### config.mk
export PLATFORM = sky130hd
export DESIGN_NAME = aead_serial_host
export DESIGN_NICKNAME = d
export VERILOG_FILES = /design/src/rtl/aead_serial_host_pkg.sv /design/src/rtl/aead_serial_host_piso.sv /design/src/rtl/aead_serial_host.sv
export SDC_FILE = /design/constraint.sdc
export NUM_CORES = 2
export LEC_CHECK = 0
export ABC_AREA = 1
export CAP_MARGIN = 20
export CORE_AREA = 2 2 272 274
export DETAILED_ROUTE_END_ITERATION = 8
export DIE_AREA = 0 0 274 276
export PLACE_DENSITY = 0.69
export SLEW_MARGIN = 10
export SYNTH_ARGS = -nofsm -noshare
export SYNTH_HDL_FRONTEND = slang
export SYNTH_SLANG_ARGS = --single-unit
### constraint.sdc
create_clock -name clk -period 2.4 [get_ports clk]
set_input_delay 0.24 -clock clk [delete_from_list [all_inputs] [get_ports clk]]
set_output_delay 0.24 -clock clk [all_outputs]
set_load 0.05 [all_outputs]
### src/rtl/aead_serial_host_pkg.sv
// Shared types and constants for the AEAD serial host.
package aead_pkg;

    typedef enum logic [2:0] {
        IDLE,
        LOAD,
        SETTLE,
        RUN,
        CAPTURE,
        DONE
    } state_t;

    localparam int NONCE_W = 128;
    localparam int TAG_W   = 128;

    // Largest of four widths; sizes the load phase to the longest field.
    function automatic int max4(input int a, input int b, input int c, input int d);
        int m;
        m = a;
        if (b > m) m = b;
        if (c > m) m = c;
        if (d > m) m = d;
        return m;
    endfunction

endpackage

### src/rtl/aead_serial_host_piso.sv
// Parallel-in, MSB-first serial-out shift register with zero fill.
module aead_piso #(
    parameter int W = 8
) (
    input  logic         clk,
    input  logic         rst,
    input  logic         load,
    input  logic         shift,
    input  logic [W-1:0] par_in,
    output logic         ser_out
);

    logic [W-1:0] sr;

    // Capture the field on load, then shift left with zeros entering at the bottom.
    always_ff @(posedge clk or negedge rst) begin
        if (!rst)       sr <= '0;
        else if (load)  sr <= par_in;
        else if (shift) sr <= sr << 1;
    end

    assign ser_out = shift & sr[W-1];

endmodule

### src/rtl/aead_serial_host.sv
// Host-side driver: serialises key/nonce/AD/text into the AEAD core, starts it,
// and deserialises the LSB-first result streams.
module aead_serial_host
    import aead_pkg::*;
#(
    parameter int K       = 128,
    parameter int L       = 40,
    parameter int Y       = 40,
    parameter int TIMEOUT = 4096
) (
    input  logic           clk,
    input  logic           rst,
    input  logic           start,
    input  logic           mode,
    input  logic [K-1:0]   key_in,
    input  logic [127:0]   nonce_in,
    input  logic [L-1:0]   ad_in,
    input  logic [Y-1:0]   pt_in,
    input  logic [127:0]   r128_in,
    input  logic [Y-1:0]   rpt_in,
    output logic           aead_rst,
    output logic           key_so,
    output logic           nonce_so,
    output logic           ad_so,
    output logic           pt_so,
    output logic           r128_so,
    output logic           rpt_so,
    output logic           enc_start_so,
    output logic           dec_start_so,
    input  logic           enc_ready_si,
    input  logic           dec_ready_si,
    input  logic           ct_si,
    input  logic           tag_si,
    input  logic           dpt_si,
    input  logic           dtag_si,
    input  logic           auth_si,
    output logic           busy,
    output logic           done,
    output logic           timeout_err,
    output logic           auth_ok,
    output logic [Y-1:0]   text_out,
    output logic [127:0]   tag_out
);

    localparam int N  = max4(K, NONCE_W, L, Y);
    localparam int CW = $clog2(max4(N + 2, TIMEOUT, 0, 0) + 1);

    state_t        state, state_nx;
    logic [CW-1:0] cnt;
    logic          mode_q;
    logic          accept, loading, ready_sel, text_bit, tag_bit;

    assign accept    = (state == IDLE) && start;
    assign loading   = (state == LOAD);
    assign ready_sel = mode_q ? dec_ready_si : enc_ready_si;
    assign text_bit  = mode_q ? dpt_si : ct_si;
    assign tag_bit   = mode_q ? dtag_si : tag_si;

    aead_piso #(.W(K))       u_key   (.clk(clk), .rst(rst), .load(accept), .shift(loading), .par_in(key_in),   .ser_out(key_so));
    aead_piso #(.W(NONCE_W)) u_nonce (.clk(clk), .rst(rst), .load(accept), .shift(loading), .par_in(nonce_in), .ser_out(nonce_so));
    aead_piso #(.W(L))       u_ad    (.clk(clk), .rst(rst), .load(accept), .shift(loading), .par_in(ad_in),    .ser_out(ad_so));
    aead_piso #(.W(Y))       u_pt    (.clk(clk), .rst(rst), .load(accept), .shift(loading), .par_in(pt_in),    .ser_out(pt_so));
    aead_piso #(.W(NONCE_W)) u_r128  (.clk(clk), .rst(rst), .load(accept), .shift(loading), .par_in(r128_in),  .ser_out(r128_so));
    aead_piso #(.W(Y))       u_rpt   (.clk(clk), .rst(rst), .load(accept), .shift(loading), .par_in(rpt_in),   .ser_out(rpt_so));

    // State register.
    always_ff @(posedge clk or negedge rst) begin
        if (!rst) state <= IDLE;
        else      state <= state_nx;
    end

    // Next-state decode and per-state core control outputs.
    always_comb begin
        state_nx     = state;
        aead_rst     = 1'b0;
        enc_start_so = 1'b0;
        dec_start_so = 1'b0;
        busy         = 1'b1;
        done         = 1'b0;
        case (state)
            IDLE: begin
                aead_rst = 1'b1;
                busy     = 1'b0;
                if (start) state_nx = LOAD;
            end
            LOAD:    if (cnt == CW'(N - 1)) state_nx = SETTLE;
            SETTLE:  if (cnt == CW'(1)) state_nx = RUN;
            RUN: begin
                enc_start_so = 1'b1;
                dec_start_so = mode_q;
                if (ready_sel)                      state_nx = CAPTURE;
                else if (cnt == CW'(TIMEOUT - 1))   state_nx = DONE;
            end
            CAPTURE: if (cnt == CW'(TAG_W)) state_nx = DONE;
            DONE: begin
                aead_rst = 1'b1;
                busy     = 1'b0;
                done     = 1'b1;
                state_nx = IDLE;
            end
            default: state_nx = IDLE;
        endcase
    end

    // Phase counter, latched mode, status flags and result deserialisation.
    always_ff @(posedge clk or negedge rst) begin
        if (!rst) begin
            cnt         <= '0;
            mode_q      <= 1'b0;
            timeout_err <= 1'b0;
            auth_ok     <= 1'b0;
            text_out    <= '0;
            tag_out     <= '0;
        end else begin
            if (state_nx != state || state == IDLE) cnt <= '0;
            else                                    cnt <= cnt + CW'(1);

            if (accept) begin
                mode_q      <= mode;
                timeout_err <= 1'b0;
                auth_ok     <= 1'b0;
            end

            if (state == RUN && !ready_sel && cnt == CW'(TIMEOUT - 1))
                timeout_err <= 1'b1;

            // Capture cycle 0 carries no stream data; bit b arrives on cycle b+1.
            if (state == CAPTURE) begin
                if (cnt == '0) begin
                    if (mode_q) auth_ok <= auth_si;
                end else begin
                    for (int unsigned i = 0; i < TAG_W; i++)
                        if (32'(cnt) == i + 1) tag_out[i] <= tag_bit;
                    for (int unsigned i = 0; i < Y; i++)
                        if (32'(cnt) == i + 1 && i < TAG_W) text_out[i] <= text_bit;
                end
            end
        end
    end

endmodule

==> results by group <==
Power
  – Leakage: 17.9 nW
  – Pwr Density: 895 nW/um^2
  – Power, Total: 37.5 mW
  – Peak VDD IR: 699 uV

Critical path
  – CP Launch Type: flop
  – Worst r2r path cells: 11
  – Critical path cell sequence: inv_1 -> nor2_2 -> a21oi_1 -> buf_4
  – CP peak stage delay: 0.52 ns
  – CP delay by family, top: compound AO/OA/AOI/OAI gates
  – Setup CP Type: reg2out
  – Reg2reg start: cnt[0]
  – CP max FO: 5
  – Reg2reg setup slack: 0.18 ns
  – Data required time of the critical path: 2.16 ns
  – WP data arrival: 2.12 ns
  – Crit-path slowest cell: a21oi_1
  – CP bufs+invs: 2
  – Worst r2r dst: text_out[26]
  – Crit end category: output port

Placement
  – Pre-CTS setup slack: -0.000907 ns
  – Routability cong.: 0.907
  – DP HPWL: 71100 um
  – Port Buf Inserts: 695

Clock tree
  – Clock-pin slew on the worst setup and hold paths: 0.06 ns
  – Clock Path Buffers: 3
  – H-tree depth: 3
  – Root Buffer Master: clkbuf_16
  – TritonCTS Buffers: 74
  – CTS tree: yes
  – Clk_lat worst skew: 0.62 ns
  – Clock Sinks: 691

Route
  – Drt initial violations: 2928
  – Routed wire length per instance: 19.8 um
  – Antenna viol nets, final: 0
  – Vias per cell: 5.40
  – DRT Wirelength: 104000 um
  – DRC: 0
  – Via Count: 28500
  – Router iterations before antenna repair: 5

Global route
  – Total track usage: 26.9%
  – GRT overflow: 0
  – Pin count of the biggest net entering global routing: 122
  – Initial antenna violation count: 16
  – First-pass GRT wire length: 161000 um
  – Number of global-route vias before repair: 27500

Synth
  – Post-synthesis cell area: 30800 um^2
  – Synthesis-stage register bit count: 691
  – Top_reg_cell synth: dfrtp_1
  – Total of warnings raised by yosys: 0
  – Post-Synthesis Cells: 3630
  – EDFF count, synth: 0
  – Syn avg cell area: 8.47 um^2
  – Async set-reset flop share out of synthesis: 100%
  – Netlist cell types: 36
  – Syn nets: 4149
  – Post-synthesis sequential area ratio: 56.2%

STA
  – Final worst setup slack: 0.0383 ns
  – Final Max Tran Viols: 0
  – Worst slew margin relative to its limit: 51.8%
  – Final Hold Fails: 0
  – Min Tclk post-route: 2.36 ns
  – F_max: 423 MHz
  – Final setup fails: 0
  – RSZ-0062 raised after global routing: false
  – Fin crit share: 98.4%
  – Worst slew pin tran: 0.723 ns
  – Fin Clk Skew: 0.0261 ns

Outcome
  – Outcome: finished, final reports clean

Die
  – Die H: 276 um
  – Die area: 75600 um^2
  – Row count: 99
  – Initial Util: 42.4%
  – Ports: 696
  – Core Box Area: 72600 um^2
  – Die width: 274 um

Finish
  – # nets final: 4769
  – Share of cells above drive strength 1: 6.87%
  – Fillcell total: 6327
  – Layout area overhead: 36.3%

Run
  – Max Cap Violations: 0

Hold path
  – HP Class: in2async
-- cell usage after synthesis (4+ instances only) --
master    count  area, um^2
clkbuf_1    153         574
nor2_2       14        87.6
o21ai_1     585        2930
nand3_1      40         200
nand2_1     552        2070
buf_2        81         405
nor3_1        6        30.0
a31oi_1       8        50.1
buf_6        17         191
o22ai_1       4        25.0
ha_1          4        50.1
a21oi_1     341        1710
nand4_1     105         657
inv_2         6        22.5
o21ai_0     384        1920
nor2_1      390        1460
inv_1       198         743
nand2_2       5        31.3
buf_1        16        60.1
dfrtp_1     691       17300
xor2_1        6        52.6
-- where the power goes --
| part | internal (mW) | leakage, nW | switching, mW |
|---|---|---|---|
| sequential | 15.2 | 7.69 | 1.63 |
| clock | 7.12 | 1.25 | 4.92 |
| combinational | 3.85 | 8.99 | 4.86 |
-- cells in the final DEF (no fill, tap or decap), types with 14 or more instances in the layout --
cell             synthesis  routed
dfrtp_1                691     691
clkdlybuf4s50_1          0     683
o21ai_1                585     585
nand2_1                552     552
nor2_1                 390     384
o21ai_0                384     384
a21oi_1                341     341
inv_1                  198     197
nand4_1                105     105
clkbuf_16                0      76
buf_4                    3      74
buf_12                   0      46
nand3_1                 40      40
clkinv_2                 0      19
nor2_2                  14      18
diode_2                  0      14
clkbuf_1               153      14
-- cell type report --
type	count	area, um^2	area share (%)
diodes	14	35.0	0.0836
well taps	959	1200	2.86
flip-flops and latches	691	17300	41.2
repair buffers	814	8550	20.4
clock buffers	99	2080	4.96
multi-input cells	2462	11500	27.4
inverters	205	800	1.91
clock inverters	36	464	1.11
repair inverters	2	17.5	0.0418
-- per-stage QoR --
step	area, um^2	utilization [%]	std cells	hold WS, ns	TNS [ns]
global route	41900	57.8	5280	0.169	0
global placement	39100	53.9	5121	0.218	-0.00475
detailed placement	39100	53.9	5121	0.220	-0.000907
floorplan	30800	-	3630	-0.0556	0
finish	41900	57.8	5282	0.139	0
CTS	41900	57.7	5267	0.148	0
-- timing repair --
action	CTS	global route
hold buffers	1	0
endpoints found under the hold margin	40	0
pin swaps	1	1
endpoints found under the setup margin	8	8
cloned	5	0
buffers inserted	5	1
gates resized for setup	11	2
-- state kept, by name (all words and copies together) (netlist names), 13 cells and up --
register    cells
cnt            13
tag_out       128
text_out       40
u_ad.sr        40
u_key.sr      128
u_nonce.sr    128
u_pt.sr        40
u_r128.sr     128
u_rpt.sr       40
-- worst max-delay path by stage --
| stage | depth (start not counted) | slack (ns) | from | end |
|---|---|---|---|---|
| floorplan | 5 | 0.11 | state[0] | aead_rst |
| global placement | 7 | -0.005 | start | u_nonce.sr[17] |
| detailed placement | 7 | -0.0009 | start | u_nonce.sr[17] |
| CTS | 6 | 0.01 | state[1] | nonce_so |
| global route | 7 | 0.005 | state[0] | nonce_so |
| finish | 4 | 0.04 | state[2] | busy |
-- layer usage --
layer	global-route usage (%)	vias up	share of wire (%)
li1	-	13500	-
met1	36.3	13800	41
met2	43.1	1027	48
met3	5.04	181	7.2
met4	10.0	8	3.4
met5	0	-	0.052
-- kinds of logic after synthesis --
group           count (synthesis)  share of synthesized area [%]
mux                             1                         0.0325
xor+xnor                        8                          0.228
fa+ha+maj                       4                          0.163
buf+inv                       477                           6.62
simple gates                 1123                           15.1
compound gates               1326                           21.7
flops                         691                           56.2
Note: power is estimated with default switching activity, not from simulation.
